$ cat src/rtl/vz_pkg.sv
// vz_pkg: shared state encoding, header constants and FIFO entry type for the VZ image loader.
package vz_pkg;

  typedef enum logic [2:0] {
    ST_IDLE = 3'd0,
    ST_HDR  = 3'd1,
    ST_DATA = 3'd2,
    ST_FIX  = 3'd3,
    ST_DONE = 3'd4,
    ST_ERR  = 3'd5
  } vz_state_e;

  localparam logic [15:0] VZ_HDR_LEN    = 16'd24;
  localparam logic [7:0]  VZ_TYPE_BASIC = 8'hF0;
  localparam logic [7:0]  VZ_TYPE_MC    = 8'hF1;

  typedef struct packed {
    logic [15:0] addr;
    logic [7:0]  data;
  } vz_entry_t;

  // Magic bytes: alt=0 selects "VZF0", alt=1 selects the "  \0\0" variant.
  function automatic logic [7:0] vz_magic_byte(input logic alt, input logic [1:0] idx);
    logic [7:0] b;
    if (alt) begin
      b = (idx < 2'd2) ? 8'h20 : 8'h00;
    end else begin
      case (idx)
        2'd0:    b = 8'h56;
        2'd1:    b = 8'h5A;
        2'd2:    b = 8'h46;
        default: b = 8'h30;
      endcase
    end
    return b;
  endfunction

endpackage

$ cat src/rtl/vz_wr_fifo.sv
// vz_wr_fifo: small synchronous FIFO of {addr,data} RAM write entries with flush
// and simultaneous push/pop (a push into a full FIFO succeeds when a pop occurs).
module vz_wr_fifo import vz_pkg::*; #(
  parameter int DEPTH = 4
) (
  input  logic      clk,
  input  logic      rst_n,
  input  logic      flush,
  input  logic      push,
  input  vz_entry_t push_entry,
  input  logic      pop,
  output logic      full,
  output logic      empty,
  output vz_entry_t head
);

  localparam int AW = $clog2(DEPTH);
  localparam logic [AW:0] FULL_CNT = DEPTH[AW:0];

  vz_entry_t     mem [DEPTH];
  logic [AW-1:0] wr_ptr;
  logic [AW-1:0] rd_ptr;
  logic [AW:0]   count;
  logic          do_push;
  logic          do_pop;

  assign empty   = (count == '0);
  assign full    = (count == FULL_CNT);
  assign do_pop  = pop && !empty;
  assign do_push = push && (!full || do_pop);
  assign head    = mem[rd_ptr];

  always_ff @(posedge clk or negedge rst_n) begin
    if (!rst_n) begin
      wr_ptr <= '0;
      rd_ptr <= '0;
      count  <= '0;
    end else if (flush) begin
      wr_ptr <= '0;
      rd_ptr <= '0;
      count  <= '0;
    end else begin
      if (do_push) wr_ptr <= wr_ptr + 1'b1;
      if (do_pop)  rd_ptr <= rd_ptr + 1'b1;
      case ({do_push, do_pop})
        2'b10:   count <= count + 1'b1;
        2'b01:   count <= count - 1'b1;
        default: count <= count;
      endcase
    end
  end

  always_ff @(posedge clk) begin
    if (do_push && !flush) mem[wr_ptr] <= push_entry;
  end

endmodule

$ cat src/rtl/vz_loader.sv
// vz_loader: parses a VZ image from the ioctl download stream, relocates the payload into RAM
// and patches the BASIC/USR entry pointers. Optional macro VZ_MAGIC_CHECK_EN enables the magic-byte check.
module vz_loader import vz_pkg::*; #(
  parameter logic [7:0]  VZ_INDEX        = 8'd1,
  parameter int          FIFO_DEPTH      = 4,
  parameter logic [15:0] BASIC_START_PTR = 16'h78A4,
  parameter logic [15:0] BASIC_END_PTR   = 16'h78F9,
  parameter logic [15:0] USR_PTR         = 16'h788E
) (
  input  logic        CLK10MHZ,
  input  logic        RESET,
  input  logic        dn_download,
  input  logic [7:0]  dn_index,
  input  logic        dn_wr,
  input  logic [15:0] dn_addr,
  input  logic [7:0]  dn_data,
  output logic        ram_req,
  output logic [15:0] ram_addr,
  output logic [7:0]  ram_data,
  input  logic        ram_ack,
  output logic        busy,
  output logic        done,
  output logic        err,
  output logic [7:0]  vz_type
);

  localparam logic [2:0] S_IDLE = ST_IDLE;
  localparam logic [2:0] S_HDR  = ST_HDR;
  localparam logic [2:0] S_DATA = ST_DATA;
  localparam logic [2:0] S_FIX  = ST_FIX;
  localparam logic [2:0] S_DONE = ST_DONE;
  localparam logic [2:0] S_ERR  = ST_ERR;

  logic [2:0]  state;
  logic        dl_q;
  logic [15:0] start_addr;
  logic [15:0] count;
  logic [1:0]  fix_idx;
  logic        fix_all;
  logic [7:0]  type_q;
  logic        err_q;

  logic        fifo_full, fifo_empty, fifo_push;
  vz_entry_t   fifo_in, fifo_head, fix_entry;
  logic        idx_ok, load_start, dl_fall, hdr_wr, data_wr, fix_push, type_ok, is_basic;
  logic        magic_fail;
  logic [15:0] data_len, end_addr, fix_base;
  logic [1:0]  fix_last;

  assign idx_ok     = (dn_index == VZ_INDEX);
  assign load_start = dn_download && !dl_q && idx_ok;
  assign dl_fall    = !dn_download && dl_q;
  assign hdr_wr     = dn_wr && idx_ok && (state == S_HDR) && (dn_addr < VZ_HDR_LEN);
  assign data_wr    = dn_wr && idx_ok && (state == S_DATA) && (dn_addr >= VZ_HDR_LEN);
  assign data_len   = dn_addr - (VZ_HDR_LEN - 16'd1);
  assign end_addr   = start_addr + count;
  assign is_basic   = (type_q == VZ_TYPE_BASIC);
  assign type_ok    = is_basic || (type_q == VZ_TYPE_MC);
  assign fix_last   = is_basic ? 2'd3 : 2'd1;
  assign fix_base   = is_basic ? BASIC_START_PTR : USR_PTR;
  // A pointer byte may enter a full FIFO only when the head is leaving in the same cycle.
  assign fix_push   = (state == S_FIX) && !fix_all && (!fifo_full || ram_ack);

  always_comb begin
    fix_entry = '0;
    case (fix_idx)
      2'd0:    begin fix_entry.addr = fix_base;              fix_entry.data = start_addr[7:0];  end
      2'd1:    begin fix_entry.addr = fix_base + 16'd1;      fix_entry.data = start_addr[15:8]; end
      2'd2:    begin fix_entry.addr = BASIC_END_PTR;         fix_entry.data = end_addr[7:0];    end
      default: begin fix_entry.addr = BASIC_END_PTR + 16'd1; fix_entry.data = end_addr[15:8];   end
    endcase
  end

  always_comb begin
    fifo_in      = '0;
    fifo_push    = data_wr || fix_push;
    fifo_in.addr = start_addr + (dn_addr - VZ_HDR_LEN);
    fifo_in.data = dn_data;
    if (state == S_FIX) fifo_in = fix_entry;
  end

`ifdef VZ_MAGIC_CHECK_EN
  logic magic_a, magic_b, hit_a, hit_b;
  assign hit_a      = magic_a && (dn_data == vz_magic_byte(1'b0, dn_addr[1:0]));
  assign hit_b      = magic_b && (dn_data == vz_magic_byte(1'b1, dn_addr[1:0]));
  assign magic_fail = hdr_wr && (dn_addr == 16'd3) && !hit_a && !hit_b;

  always_ff @(posedge CLK10MHZ or negedge RESET) begin
    if (!RESET) begin
      magic_a <= 1'b1;
      magic_b <= 1'b1;
    end else if (load_start) begin
      magic_a <= 1'b1;
      magic_b <= 1'b1;
    end else if (hdr_wr && (dn_addr < 16'd4)) begin
      magic_a <= hit_a;
      magic_b <= hit_b;
    end
  end
`else
  assign magic_fail = 1'b0;
`endif

  always_ff @(posedge CLK10MHZ or negedge RESET) begin
    if (!RESET) begin
      state      <= S_IDLE;
      dl_q       <= 1'b0;
      start_addr <= '0;
      count      <= '0;
      fix_idx    <= '0;
      fix_all    <= 1'b0;
      type_q     <= '0;
      err_q      <= 1'b0;
    end else begin
      dl_q <= dn_download;
      if (load_start) begin
        state   <= S_HDR;
        err_q   <= 1'b0;
        count   <= '0;
        fix_idx <= '0;
        fix_all <= 1'b0;
      end else begin
        if (data_wr && fifo_full && !ram_ack) err_q <= 1'b1;
        if (data_wr && (data_len > count)) count <= data_len;
        case (state)
          S_HDR: begin
            if (dl_fall || magic_fail) begin
              state <= S_ERR;
              err_q <= 1'b1;
            end else if (hdr_wr) begin
              if (dn_addr == 16'd21) type_q <= dn_data;
              if (dn_addr == 16'd22) start_addr[7:0] <= dn_data;
              if (dn_addr == 16'd23) begin
                start_addr[15:8] <= dn_data;
                state            <= S_DATA;
              end
            end
          end
          S_DATA: begin
            if (dl_fall) begin
              if (type_ok) begin
                state <= S_FIX;
              end else begin
                state <= S_ERR;
                err_q <= 1'b1;
              end
            end
          end
          S_FIX: begin
            if (fix_push) begin
              if (fix_idx == fix_last) fix_all <= 1'b1;
              else fix_idx <= fix_idx + 2'd1;
            end else if (fix_all && fifo_empty) begin
              state <= S_DONE;
            end
          end
          S_DONE:  state <= S_IDLE;
          S_ERR:   state <= S_IDLE;
          default: state <= S_IDLE;
        endcase
      end
    end
  end

  vz_wr_fifo #(.DEPTH(FIFO_DEPTH)) u_fifo (
    .clk        (CLK10MHZ),
    .rst_n      (RESET),
    .flush      (load_start),
    .push       (fifo_push),
    .push_entry (fifo_in),
    .pop        (ram_ack),
    .full       (fifo_full),
    .empty      (fifo_empty),
    .head       (fifo_head)
  );

  // ram_req/ram_ack: an entry is written on a rising edge where both are high;
  // until then ram_req stays high with ram_addr/ram_data held on the head entry.
  assign ram_req  = !fifo_empty;
  assign ram_addr = fifo_empty ? 16'h0000 : fifo_head.addr;
  assign ram_data = fifo_empty ? 8'h00 : fifo_head.data;
  assign busy     = (state == S_HDR) || (state == S_DATA) || (state == S_FIX);
  assign done     = (state == S_DONE);
  assign err      = err_q;
  assign vz_type  = type_q;

endmodule

$ cat config.mk
export PLATFORM = sky130hd
export DESIGN_NAME = vz_loader
export DESIGN_NICKNAME = d
export VERILOG_FILES = /design/src/rtl/vz_pkg.sv /design/src/rtl/vz_wr_fifo.sv /design/src/rtl/vz_loader.sv
export SDC_FILE = /design/constraint.sdc
export NUM_CORES = 1
export LEC_CHECK = 0
export BUFFER_PORTS_ARGS = -buffer_cell sky130_fd_sc_hd__buf_2
export CORE_ASPECT_RATIO = 1.1
export CORE_MARGIN = 3
export CORE_UTILIZATION = 30
export DETAILED_ROUTE_END_ITERATION = 8
export SLEW_MARGIN = 25
export SYNTH_ARGS = -nofsm -noshare
export SYNTH_HDL_FRONTEND = slang
export SYNTH_HIERARCHICAL = 1
export SYNTH_SLANG_ARGS = --single-unit
$ cat constraint.sdc
create_clock -name CLK10MHZ -period 2.8 [get_ports CLK10MHZ]
set_input_delay 0.56 -clock CLK10MHZ [delete_from_list [all_inputs] [get_ports CLK10MHZ]]
set_output_delay 0.56 -clock CLK10MHZ [all_outputs]
set_load 0.02 [all_outputs]
==> metrics.txt <==
asr flop ratio synth=36.4%; Post-route DRC=0; Post-synth EDFFs=96; Num CTS Buffers=17; Flop pwr share=35.2%; Pins Over Slew Limit=0; Max-slew headroom=42.3%; total grt overflow=0; Int Pwr=4.73 mW; FMAX=0.333 GHz; Least-Margin Pin Slew=865 ps; placed cells=1,388; Peak VDD IR=0.372 mV; Netlist Area Pre-Place=0.00921 mm²; post-synth net total=912; Area after DPL=0.0111 mm²; DR pass1 iterations=4; PnR worst setup slack=-200 ps; Fillers=2,888; clk buf depth=2; initial detailed-routing violation count=383; largest fanout on the critical path=6; count of cell types in the netlist=81; CTS tree=built; worst hold path class=in2async; Primary FF master, synth=edfxtp_1; post-synth top area cell=edfxtp_1; Cell Pwr Density=585 mW/mm²; initial antenna violation count=0; layout cells sized above 1=34.4%; crit path launch type=primary input; nets=1,119; most frequent cells in the layout=buf_4, edfxtp_1, inv_1; commonest non-fill, non-tap cell in the layout=buf_4; Skew-Pair Late Insertion Delay=430 ps; area delta synth->final=30.7%; vias in the first global route=6,821; # IOs=73; clock sink total=151; clock-pin slew on the worst setup and hold paths=70 ps; LEAKAGE=5.09 nW; switching share of power=32.9%; Synth warnings=6; clock skew=12.2 ps; main area contributors after synthesis=edfxtp_1, dfrtp_1, ha_1; #FFs+latches synth=151; die area=0.0329 mm²; FP Rows=66; Logic pwr share=31.3%; status=complete, but fails checks; post-synthesis sequential area ratio=46.2%; Detailed Place HPWL=17.9 mm; synthesized netlist cell count=800; ANT cells=0; endpoints failing hold=0; Worst Path Required=3110 ps; Post-Route Utilization=40.3%; GPL Wtd Cong=0.882; Final Instance Area=0.0120 mm²; WL final=23.6 mm; worst slack, placed=-693 ps; die span in y=190 µm; hold_buf cts=0; ANT nets after route=0; Mean Syn Cell Area=11.5 µm²; crit path DAT=3310 ps; Net Sw Power=2.32 mW; setup violators final=16; Final Cycle Share=107%; H-Tree Depth=4; crit path kind=in2reg; root buf cell=clkbuf_16; failing checks=negative setup slack; Initial Utilization=30.8%; core area=0.0299 mm²; DR WL/cell=16.5 µm; first-pass GRT wire length=37.7 mm; Synth top area share=31.3%; number of port buffers=72; RSZ-0062 raised after global routing=true; GRT Total Usage=14.7%; total number of vias=6,876; maximum number of pins on one net before global-route repair=56; die width=173 µm; Critical Path End Type=flip-flop; minimum clock period=3000 ps; number of vias per cell=4.82; clock power share=33.6%; post-route insts no fill=1,428; Max-cap violations=0
==> routing by layer <==
layer	wire, µm	GRT usage, %	vias to the layer above
met3	1100	3.71	34
met1	11200	20.4	3318
met4	395	3.28	0
met2	10900	23.3	165
li1	-	-	3359
met5	0	0	-
==> power groups by stage <==
stage	combinational [mW]	clock, mW	sequential [mW]
2_1_floorplan	1.56	0	2.54
3_3_place_gp	2.18	0	2.52
3_5_place_dp	2.21	0	2.53
4_1_cts	2.23	2.41	2.48
5_1_grt	2.42	2.52	2.49
6_report	2.20	2.37	2.48
==> registers in the layout, summed over array words and instances (netlist names) <==
signal and flops:
count 16, dl_q 1, err 1, fix_all 1
fix_idx 2, start_addr 16, state 3, u_fifo/count 3
u_fifo/mem 96, u_fifo/rd_ptr 2, u_fifo/wr_ptr 2, vz_type 8
==> per-stage QoR <==
step / power [mW] / hold WS (ps) / TNS [ps]
3_5_place_dp: 4.73 / 535 / -67610
4_1_cts: 7.12 / 136 / -2420
3_3_place_gp: 4.70 / 539 / -62870
2_1_floorplan: 4.10 / 264 / -8520
6_report: 7.05 / 124 / -2820
5_1_grt: 7.43 / 142 / -6420
==> critical path: stages <==
cell and delay, ps:
buf_6 90, or4_4 570, buf_6 150, nor4_4 210, xnor2_1 130, ha_1 300, nand4_1 140, or2_4 280
o22a_1 190, a31oi_4 240, clkbuf_16 210, mux2i_1 170, nor2_1 60
==> path summary, 6_finish.rpt <==
check	start	to	slack, ps	cells past startpoint
setup / recovery	dn_addr[8]	count[1]	-200	13
hold / removal	RESET	u_fifo/rd_ptr[1]	120	2
setup reg to reg	start_addr[1]	u_fifo/mem[1][19]	60	10
hold reg to reg	vz_type[2]	vz_type[2]	560	1
max in group asynchronous	RESET	start_addr[3]	2390	2
min in group CLK10MHZ	dn_download	dl_q	290	1
==> cells in the mapped netlist, types with 6 or more instances <==
| library cell | count |
|---|---|
| xnor2_1 | 24 |
| nand3_1 | 12 |
| mux2_2 | 13 |
| mux2i_1 | 20 |
| a21oi_1 | 35 |
| xor2_1 | 14 |
| o21ai_0 | 45 |
| clkbuf_1 | 14 |
| nor2b_1 | 32 |
| ha_1 | 72 |
| and2_1 | 7 |
| nand4_1 | 8 |
| nand2b_1 | 11 |
| nor3_1 | 15 |
| mux4_1 | 6 |
| nor2_1 | 51 |
| mux2_1 | 6 |
| dfrtp_1 | 55 |
| edfxtp_1 | 96 |
| o21a_1 | 11 |
| mux4_2 | 18 |
| nand2_1 | 36 |
| inv_1 | 77 |
| a21o_1 | 12 |
==> layout make-up <==
type	count	area, µm²	area share, %
multi-input combinational	544	4790	39.7
sequential	151	4260	35.4
timing repair buffer	216	1580	13.1
tap	408	510	4.24
clock buffer	17	425	3.53
inverter	77	292	2.42
clock inverter	15	195	1.62
==> logic make-up (layout without fill, tap and decap cells) <==
family	after synthesis	after routing	synth area share (%)
AOI/OAI and AO/OA	159	159	11.5
DFF	151	151	46.2
buffers and inverters	105	325	5.20
muxes	63	63	10.6
and+or+nand+nor	209	209	12.4
adders and majority gates	75	75	10.4
xor gates and xnor gates	38	38	3.61
==> timing repair <==
| item | CTS | global route |
|---|---|---|
| cloned | 0 | 1 |
| setup endpoints to repair | 36 | 97 |
| pin swaps | 4 | 16 |
| gates resized for setup | 8 | 43 |
| buffers inserted | 0 | 7 |
No activity file was read; power rests on OpenSTA's default activity.
